**src/rtl/usb_crc_pkt_tx.sv**
```systemverilog
// USB packet transmit front-end.
// Serialises PID + body LSB-first and appends the complemented CRC
// (CRC5 for tokens, CRC16 for data). Handshakes go out PID-only.
// Serial output handshake: a bit moves only when bit_valid && bit_ready
// are both high on a rising clock edge. bit_out, bit_last and bit_valid
// hold while the consumer stalls, and bit_valid never drops inside a packet.
module usb_crc_pkt_tx #(
   parameter int MAX_DATA_BYTES = 8,
   parameter int LEN_W          = $clog2(MAX_DATA_BYTES + 1)
) (
   input  logic                        clk,
   input  logic                        rst_b,
   input  logic                        start,
   input  logic [1:0]                  mode,
   input  logic [7:0]                  pid,
   input  logic [8*MAX_DATA_BYTES-1:0] body,
   input  logic [LEN_W-1:0]            body_len,
   output logic                        ready_in,
   output logic                        bit_out,
   output logic                        bit_valid,
   input  logic                        bit_ready,
   output logic                        bit_last,
   output logic                        err
);

   localparam int BODY_W = 8 * MAX_DATA_BYTES;
   // Sized so the longest legal packet never wraps the counter.
   localparam int CNT_W  = $clog2(8 * MAX_DATA_BYTES + 16 + 1);

   // Packet classes carried in mode.
   localparam logic [1:0] MODE_HS   = 2'b00;
   localparam logic [1:0] MODE_TOK  = 2'b01;
   localparam logic [1:0] MODE_DATA = 2'b10;

   // FSM encoding.
   localparam logic [1:0] S_IDLE = 2'd0;
   localparam logic [1:0] S_PID  = 2'd1;
   localparam logic [1:0] S_BODY = 2'd2;
   localparam logic [1:0] S_CRC  = 2'd3;

   // Counter reload values: each holds "bits remaining in this field - 1".
   localparam logic [CNT_W-1:0] CNT_ONE      = CNT_W'(1);
   localparam logic [CNT_W-1:0] CNT_PID_LAST = CNT_W'(7);
   localparam logic [CNT_W-1:0] CNT_TOK_LAST = CNT_W'(10);
   localparam logic [CNT_W-1:0] CNT_C5_LAST  = CNT_W'(4);
   localparam logic [CNT_W-1:0] CNT_C16_LAST = CNT_W'(15);

   // CRC generator polynomials (implicit top bit dropped).
   localparam logic [4:0]  POLY5  = 5'h05;
   localparam logic [15:0] POLY16 = 16'h8005;

   logic [1:0]        state;
   logic [CNT_W-1:0]  cnt;
   logic [7:0]        pid_sr;
   logic [BODY_W-1:0] body_sr;
   logic [1:0]        mode_q;
   logic [LEN_W-1:0]  len_q;
   logic [15:0]       crc;
   logic              err_q;

   logic              xfer;
   logic              req_illegal;
   logic              cnt_zero;
   logic [CNT_W-1:0]  data_bits_m1;
   logic              fb5;
   logic              fb16;
   logic [4:0]        crc5_n;
   logic [15:0]       crc16_n;

   // Handshake and request qualification.
   always_comb begin
      xfer        = 1'b0;
      req_illegal = 1'b0;
      cnt_zero    = 1'b0;
      xfer        = bit_valid & bit_ready;
      req_illegal = (mode == 2'b11) ||
                    ((mode == MODE_DATA) && (body_len > LEN_W'(MAX_DATA_BYTES)));
      cnt_zero    = (cnt == '0);
   end

   // Body bit count minus one for a data packet, from the latched length.
   always_comb begin
      data_bits_m1 = '0;
      data_bits_m1 = CNT_W'({len_q, 3'b000}) - CNT_ONE;
   end

   // Next CRC values for the body bit currently on the wire.
   always_comb begin
      fb5     = 1'b0;
      fb16    = 1'b0;
      crc5_n  = '0;
      crc16_n = '0;
      fb5     = crc[4] ^ body_sr[0];
      fb16    = crc[15] ^ body_sr[0];
      crc5_n  = {crc[3:0], 1'b0} ^ (fb5 ? POLY5 : 5'h00);
      crc16_n = {crc[14:0], 1'b0} ^ (fb16 ? POLY16 : 16'h0000);
   end

   // Serial output mux; everything derives from registers so it holds on stall.
   always_comb begin
      bit_out   = 1'b0;
      bit_last  = 1'b0;
      bit_valid = 1'b0;
      ready_in  = 1'b0;
      err       = err_q;
      case (state)
         S_IDLE: begin
            ready_in = 1'b1;
         end
         S_PID: begin
            bit_valid = 1'b1;
            bit_out   = pid_sr[0];
            bit_last  = cnt_zero && (mode_q == MODE_HS);
         end
         S_BODY: begin
            bit_valid = 1'b1;
            bit_out   = body_sr[0];
         end
         S_CRC: begin
            bit_valid = 1'b1;
            // Complemented CRC, MSB first; cnt walks the bit index down.
            bit_out   = ~crc[cnt[3:0]];
            bit_last  = cnt_zero;
         end
         default: begin
            ready_in = 1'b0;
         end
      endcase
   end

   // FSM state and per-field bit counter.
   always_ff @(posedge clk or negedge rst_b) begin
      if (!rst_b) begin
         state <= S_IDLE;
         cnt   <= '0;
      end else begin
         case (state)
            S_IDLE: begin
               if (start && !req_illegal) begin
                  state <= S_PID;
                  cnt   <= CNT_PID_LAST;
               end
            end
            S_PID: begin
               if (xfer) begin
                  if (cnt_zero) begin
                     case (mode_q)
                        MODE_TOK: begin
                           state <= S_BODY;
                           cnt   <= CNT_TOK_LAST;
                        end
                        MODE_DATA: begin
                           if (len_q == '0) begin
                              // Empty payload: CRC of nothing is ~16'hFFFF.
                              state <= S_CRC;
                              cnt   <= CNT_C16_LAST;
                           end else begin
                              state <= S_BODY;
                              cnt   <= data_bits_m1;
                           end
                        end
                        default: begin
                           state <= S_IDLE;
                           cnt   <= '0;
                        end
                     endcase
                  end else begin
                     cnt <= cnt - CNT_ONE;
                  end
               end
            end
            S_BODY: begin
               if (xfer) begin
                  if (cnt_zero) begin
                     state <= S_CRC;
                     cnt   <= (mode_q == MODE_TOK) ? CNT_C5_LAST : CNT_C16_LAST;
                  end else begin
                     cnt <= cnt - CNT_ONE;
                  end
               end
            end
            S_CRC: begin
               if (xfer) begin
                  if (cnt_zero) begin
                     state <= S_IDLE;
                  end else begin
                     cnt <= cnt - CNT_ONE;
                  end
               end
            end
            default: begin
               state <= S_IDLE;
               cnt   <= '0;
            end
         endcase
      end
   end

   // Request latch and PID/body shift registers.
   always_ff @(posedge clk or negedge rst_b) begin
      if (!rst_b) begin
         pid_sr  <= '0;
         body_sr <= '0;
         mode_q  <= MODE_HS;
         len_q   <= '0;
      end else begin
         if ((state == S_IDLE) && start && !req_illegal) begin
            pid_sr  <= pid;
            body_sr <= body;
            mode_q  <= mode;
            len_q   <= body_len;
         end else if (xfer && (state == S_PID)) begin
            pid_sr <= pid_sr >> 1;
         end else if (xfer && (state == S_BODY)) begin
            body_sr <= body_sr >> 1;
         end
      end
   end

   // CRC register: seeded at accept, advanced per body bit, frozen in CRC state.
   always_ff @(posedge clk or negedge rst_b) begin
      if (!rst_b) begin
         crc <= 16'hFFFF;
      end else begin
         if ((state == S_IDLE) && start && !req_illegal) begin
            // Tokens use the low five bits only; the rest stay zero.
            crc <= (mode == MODE_TOK) ? 16'h001F : 16'hFFFF;
         end else if (xfer && (state == S_BODY)) begin
            crc <= (mode_q == MODE_TOK) ? {11'b0, crc5_n} : crc16_n;
         end
      end
   end

   // One-cycle error pulse for a rejected request seen while idle.
   always_ff @(posedge clk or negedge rst_b) begin
      if (!rst_b) begin
         err_q <= 1'b0;
      end else begin
         err_q <= (state == S_IDLE) && start && req_illegal;
      end
   end

endmodule

```
**config.mk**
```make
export PLATFORM = sky130hd
export DESIGN_NAME = usb_crc_pkt_tx
export DESIGN_NICKNAME = d
export VERILOG_FILES = /design/src/rtl/usb_crc_pkt_tx.sv
export SDC_FILE = /design/constraint.sdc
export NUM_CORES = 1
export LEC_CHECK = 0
export ABC_CLOCK_PERIOD_IN_PS = 2500
export CORE_MARGIN = 5
export CORE_UTILIZATION = 55
export CTS_BUF_LIST = sky130_fd_sc_hd__clkbuf_4 sky130_fd_sc_hd__clkbuf_8
export DETAILED_ROUTE_END_ITERATION = 6
export GPL_TIMING_DRIVEN = 0
export PLACE_DENSITY_LB_ADDON = 0.2
export SETUP_SLACK_MARGIN = 0.3
export SYNTH_ARGS = -nofsm -noshare
export SYNTH_HDL_FRONTEND = slang
export SYNTH_SLANG_ARGS = --single-unit
```
**constraint.sdc**
```tcl
create_clock -name clk -period 2.5 [get_ports clk]
set_input_delay 0.375 -clock clk [delete_from_list [all_inputs] [get_ports clk]]
set_output_delay 0.375 -clock clk [all_outputs]
set_load 0.02 [all_outputs]
```
==> impl_metrics.toml, run 1 <==
[drt]
wl_per_cell_um = 15.6
via_per_inst = 5.78
wirelength_um = 12700
vias = 4703
firstDrtPassIters = 4
drc = 0
drt.antenna.violating_nets = 0
drt-initial-drc-count = 252

[clock_network]
htree_levels = 3
cts.clk_slew.worst_paths_ps = 110
cts_hold_buf = 0
insertion_delay_ps = 370
cts_tree = "built"
root_buffer = "clkbuf_8"
cts.sinks = 104
cts_buffers = 9
clockBufferDepth = 2

[worst_setup_path]
critPathSlowestCell = "mux4_2"
rrSetupSlack_ps = 220
crit_arrival_ps = 2010
cp_cell_sequence = "buf_6 > mux4_2 > mux2_4 > a21oi_2 > a221o_1 > buf_6"
cpMostUsedCell = "buf_6"
crit_buf_inv = 2
cp_data_required_time_ps = 2120
crit_family = "multiplexers"
r2r_end = "cnt[6]$_DFFE_PN0P_"
rr_startpoint = "cnt[1]$_DFFE_PN0P_"
critPathKind = "register to primary output"
start_kind = "register"
reg2reg_depth = 8
critPathMaxFanout = 5
crit_path_max_incr_delay_ps = 500
end_kind = "primary output"

[die]
die_h_um = 107
num_rows = 35
die_x_um = 107
die_area_um2 = 11400
start_util = 0.561
core_um2 = 9200
ios = 87

[logic_synthesis]
ys_ff_latch = 104
synth.area.top_cells = "dfrtp_1 43%, nand2_1 13%, dfstp_2 8.1%"
synth-edff-count = 0
ys_types = 54
netlist_area_um2 = 5160
synthArstFlopShare = 1.00
synthFlopType = "dfrtp_1"
ys_seq_area_frac = 0.508
synth_top_area_share = 0.427
yosysMostFrequentCell = "nand2_1"
synth_warnings = 0
synth_cells = 595
synth.net_count = 684
yosys.area.top_type = "dfrtp_1"
syn_avg_cell_area_um2 = 8.67
yosys-top-cells-count = "181 x nand2_1, 88 x dfrtp_1, 74 x nor2_1, 67 x a31oi_1, 26 x clkbuf_1"

[run_status]
status = "complete, no violations"

[sta]
finalWorstSetupSlack_ps = 115
tns_ps = 0
setup_viol_count_final = 0
grt_setup_unrepaired = "yes"
slew_viol_final = 0
worst_pin_slew_ps = 685
min_period_ps = 2390
period_share = 0.954
slew_headroom = 0.543
hold_viol = 0
skew_ps = 19.1
fmax_ghz = 0.419

[pwr]
power_density_nw_per_um2 = 1020
peakVddDrop_mv = 0.498
p_leak_nw = 2.88

[finish]
multi_input_area_um2 = 2340
layout-drive-gt1-share = 0.111
antenna_cells = 0
n_fill_cell = 765
fin_nets = 787
syn2layout_area_growth_pct = 24.7
regArea_um2 = 2620
post-route-util = 0.699
fin_cells = 814

[global_routing]
grt_pass1_wl_um = 22200
grt_pass1_vias = 4716
antenna_found_initial = 0
grt_max_degree = 54
overflow = 0
grt_usage = 0.237

[placed_design]
place_congestion = 0.858
placedCellCount = 793
dp_hpwl_um = 9200
post-place-ws_ps = -176
portBuffers = 86

[worst_hold_path]
hold_class = "input pin to asynchronous set/reset pin"

[run]
max_cap_viol_count = 0
-- where the power goes --
group          switching [mW]  total (mW)  internal, mW
Combinational            1.29        2.51          1.22
Sequential              0.507        3.06          2.55
Clock                   0.608       0.995         0.387
Total                    2.40        6.56          4.16
-- how the worst max path moves through the flow --
stage	from	end	slack, ps	cells past startpoint
floorplan	cnt[0]$_DFFE_PN0P_	bit_out	520	5
global placement	rst_b	body_sr[41]$_DFFE_PN0P_	-2770	1
detailed placement	mode[1]	body_sr[6]$_DFFE_PN0P_	-180	7
CTS	cnt[0]$_DFFE_PN0P_	bit_out	90	6
global route	cnt[0]$_DFFE_PN0P_	bit_out	-5	6
finish	cnt[0]$_DFFE_PN0P_	bit_out	110	6
-- flip-flops by register name, summed over array words and instances, names as in the netlist, named ones only --
register  flops
body_sr      64
crc          16
pid_sr        8
cnt           7
len_q         4
mode_q        2
err           1
state         1
-- repair_timing --
action | in CTS | in global routing
setup endpoints to repair | 81 | 21
pin swaps | 3 | 0
buffers inserted | 5 | 0
gates resized for setup | 29 | 0
-- worst register-to-register path, delay by kind of cell, from the launching register on --
family / cells / cell delay [ps]
AO/OA/AOI/OAI: 3 / 1030
flip-flops: 1 / 480
buffers and inverters: 2 / 240
adder cells (fa/ha/maj): 1 / 180
AND/OR/NAND/NOR: 2 / 250
-- area by class of cell --
type,instances,share of cell area
clock inverter,6,0.00759
sequential,104,0.408
clock buffer,10,0.0204
timing repair buffer,92,0.143
inverter,8,0.00467
multi-input combinational,442,0.363
buffer,41,0.0315
tap,111,0.0216
-- through the flow --
stage / power (mW) / hold slack, ps / cell area, um2
4_1_cts: 6.59 / 42.3 / 6430
2_1_floorplan: 4.72 / 79.4 / 5160
5_1_grt: 7.07 / 78.2 / 6430
3_5_place_dp: 5.47 / 461 / 6180
3_3_place_gp: 5.31 / 462 / 6160
6_report: 6.56 / 20.7 / 6430
-- layout by cell type (no fill, tap or decap), drive strengths merged, types with 3 or more instances in the layout --
| master | synthesis | layout |
|---|---|---|
| nand2 | 181 | 181 |
| dfrtp | 88 | 88 |
| clkdlybuf4s50 | 0 | 81 |
| nor2 | 76 | 76 |
| a31oi | 67 | 67 |
| clkbuf | 26 | 36 |
| buf | 15 | 24 |
| dfstp | 16 | 16 |
| o21ai | 12 | 12 |
| inv | 8 | 11 |
| nand3 | 10 | 10 |
| a2bb2oi | 10 | 10 |
| nor3 | 10 | 10 |
| a21oi | 8 | 8 |
| ha | 7 | 7 |
| a22oi | 6 | 6 |
| mux4 | 4 | 4 |
| nor4 | 3 | 3 |
| o21a | 3 | 3 |
| xnor2 | 3 | 3 |
| or2 | 3 | 3 |
-- cell families after synthesis --
kind of cell | after synthesis | share of synthesized area
and+or+nand+nor | 300 | 0.242
muxes | 6 | 0.0216
adders and majority gates | 7 | 0.0170
AOI/OAI and AO/OA | 124 | 0.162
buffers and inverters | 49 | 0.0410
xor gates and xnor gates | 5 | 0.00849
DFF | 104 | 0.508
-- routing by layer --
layer	track usage	wire, um
met3	0.0415	714
met2	0.386	6120
met5	0	0
met1	0.328	5640
met4	0.0667	196
Note: power is estimated with default switching activity, not from simulation.
==> run 2, diff against run 1 <==
ABC_AREA = 1   (was not set)
CORE_UTILIZATION = 56   (was 55)
==> run 2 against run 1 <==
Effect of this change: first-iteration DRC count increased by 51%; register-to-register slack improved by 360 ps; area after synthesis increased by 11%; routed wire length increased by 7.6%; clock power decreased by 0.7%; cell area increased by 9.5%; non-clock buffer count increased by 1; critical path depth increased by 3; sequential power about the same; via count increased by 14%; cell count increased by 28%; largest cell class unchanged; global-route usage decreased by 1.2 points; highest routed layer unchanged.
==> impl_metrics.toml, run 2 <==
[run_status]
status = "complete, no violations"

[worst_hold_path]
hold_class = "input pin to asynchronous set/reset pin"

[sta]
tns_ps = 0
setup_viol_count_final = 0
finalWorstSetupSlack_ps = 303
fmax_ghz = 0.455
slew_viol_final = 0
grt_setup_unrepaired = "yes"
hold_viol = 0
worst_pin_slew_ps = 483
period_share = 0.879
hold_slack_ps = 479
slew_headroom = 0.678
skew_ps = 10.2
min_period_ps = 2200

[drt]
drc = 0
wirelength_um = 13600
vias = 5370
drt.antenna.violating_nets = 0
wl_per_cell_um = 13.1
firstDrtPassIters = 6
via_per_inst = 5.15
drt-initial-drc-count = 381

[finish]
antenna_cells = 0
multi_input_area_um2 = 2480
reg_top3 = "body_sr (64), crc (16), pid_sr (8)"
syn2layout_area_growth_pct = 22.7
largest_register_ffs = 64
regArea_um2 = 2620
final_cell_mix = "272 x nand2_1, 106 x nand3_1, 105 x inv_1"
n_fill_cell = 856
fin_nets = 990
fin_cells = 1042
regMostFlops = "body_sr"
layout_commonest_cell = "nand2_1"
layout-drive-gt1-share = 0.106

[pwr]
p_int_mw = 4.49
power_switching_mw = 3.41
p_seq_frac = 0.388
power_density_nw_per_um2 = 1120
power_frac_comb = 0.487
finalPower_mw = 7.91
clkPwrFrac = 0.125
p_leak_nw = 3.56
peakVddDrop_mv = 0.489
p_sw_frac = 0.432

[logic_synthesis]
yosys-top-cells-count = "272 x nand2_1, 107 x nand3_1, 106 x inv_1, 88 x dfrtp_1, 70 x o21ai_0"
ys_seq_area_frac = 0.457
syn_avg_cell_area_um2 = 7.20
ys_ff_latch = 104
synth_warnings = 0
ys_types = 34
synthFlopType = "dfrtp_1"
synth.net_count = 886
synth.area.top_cells = "dfrtp_1 38%, nand2_1 18%, nand3_1 9.3%"
synth_cells = 797
synth-edff-count = 0
synthArstFlopShare = 1.00
synth_top_area_share = 0.384
yosysMostFrequentCell = "nand2_1"
yosys.area.top_type = "dfrtp_1"
netlist_area_um2 = 5740

[clock_network]
clockBufferDepth = 2
cts_buffers = 9
insertion_delay_ps = 370
cts.clk_slew.worst_paths_ps = 100
htree_levels = 3
cts.sinks = 104
root_buffer = "clkbuf_8"
cts_tree = "built"

[worst_setup_path]
cp_cell_sequence = "buf_4 > inv_2 > ha_1 > inv_1 > nor2_2 > nand3_2 > buf_6 > nor2_2 > buf_6"
critPathKind = "register to primary output"
critPathMaxFanout = 9
crit_family = "buffers and inverters"
end_kind = "primary output"
start_kind = "register"
crit_buf_inv = 5
crit_path_max_incr_delay_ps = 370
critPathSlowestCell = "dfrtp_1"
crit_arrival_ps = 1820
cp_data_required_time_ps = 2120

[placed_design]
place_congestion = 0.943
placedCellCount = 1020
portBuffers = 86
post-place-ws_ps = -90.8
dp_hpwl_um = 10100

[global_routing]
grt_pass1_vias = 5338
grt_pass1_wl_um = 23600
grt_max_degree = 74
antenna_found_initial = 0
grt_usage = 0.225
overflow = 0

[run]
max_cap_viol_count = 0

[die]
die_x_um = 111
die_h_um = 111
ios = 87
core_um2 = 10100
die_area_um2 = 12400
start_util = 0.566
num_rows = 37
## run 2: cell types whose count changed in the layout (fill, tap and decap cells not counted), moves of 6 or more
cell       before  now
inv_2           0    8
clkbuf_1       21   10
a31oi_1        67    0
buf_2          10   21
a22oi_1         6    0
o21ai_0        10   69
nand3_1        10  106
inv_1           8  105
o21ai_1         2   21
nor2_1         74   15
nand2_1       180  272
a2bb2oi_1      10    0
## run 2: layout make-up
| type | count | area share |
|---|---|---|
| timing repair buffer | 93 | 0.132 |
| sequential | 104 | 0.372 |
| multi-input combinational | 538 | 0.353 |
| clock inverter | 4 | 0.00427 |
| buffer | 41 | 0.0327 |
| inverter | 114 | 0.0611 |
| clock buffer | 12 | 0.0208 |
| tap | 136 | 0.0242 |
## run 2: cells by family after synthesis
kind of cell / count (synthesis) / share of synthesized area
xor+xnor: 5 / 0.00763
simple gates: 417 / 0.308
compound gates: 109 / 0.0992
buf+inv: 155 / 0.113
fa+ha+maj: 7 / 0.0153
flops: 104 / 0.457
## run 2: worst register-to-register path, delay by kind of cell (launching register included)
family / cells / cell delay [ps]
buf+inv: 6 / 710
simple gates: 5 / 450
flops: 1 / 370
compound gates: 1 / 170
fa+ha+maj: 1 / 140
## run 2: metrics by stage
stage	cell area, um2	util
finish	7040	0.694
global route	7040	0.694
CTS	7010	0.691
detailed placement	6790	0.670
global placement	6770	0.668
floorplan	5740	-
## run 2: worst paths after layout
check	from	to	slack (ps)	cells past startpoint
max	cnt[1]$_DFFE_PN0P_	bit_last	300	9
min	rst_b	len_q[2]$_DFFE_PN0P_	480	2
max reg2reg	cnt[1]$_DFFE_PN0P_	register	580	13
min reg2reg	crc[12]$_DFFE_PN1P_	crc[12]$_DFFE_PN1P_	480	2
max in group asynchronous	rst_b	crc[5]$_DFFE_PN1P_	1290	3
min in group clk	crc[12]$_DFFE_PN1P_	crc[12]$_DFFE_PN1P_	480	2
## run 2: layer usage
metal  share of wire  wire length (um)  global-route usage  up-vias
met5               0                 0                   0        -
met4           0.018               248              0.0633        0
met3           0.045               609              0.0404       22
met2            0.50              6880               0.404      138
met1            0.43              5900               0.278     2505
li1                -                 -                   -     2705
## run 2: power groups by stage
stage,sequential (mW),clock [mW],combinational [mW]
floorplan,2.96,0,2.84
global placement,3.05,0,3.59
detailed placement,3.08,0,3.74
CTS,3.06,1.00,3.81
global route,3.17,1.07,4.45
finish,3.07,0.988,3.85
## run 2: what timing repair did
| action | in CTS | in global routing |
|---|---|---|
| hold buffers | 1 | 0 |
| buffers inserted | 1 | 4 |
| pin swaps | 0 | 1 |
| endpoints found under the hold margin | 19 | 0 |
| setup endpoints to repair | 3 | 2 |
| resized for setup | 19 | 7 |
==> run 3, diff against run 2 <==
ABC_AREA = not set   (was 1)
CORE_UTILIZATION = 55   (was 56)
GPL_ROUTABILITY_DRIVEN = 1   (was not set)
==> results of run 3 <==
No change in the layout: final DEF, timing and power equal those of run 1.
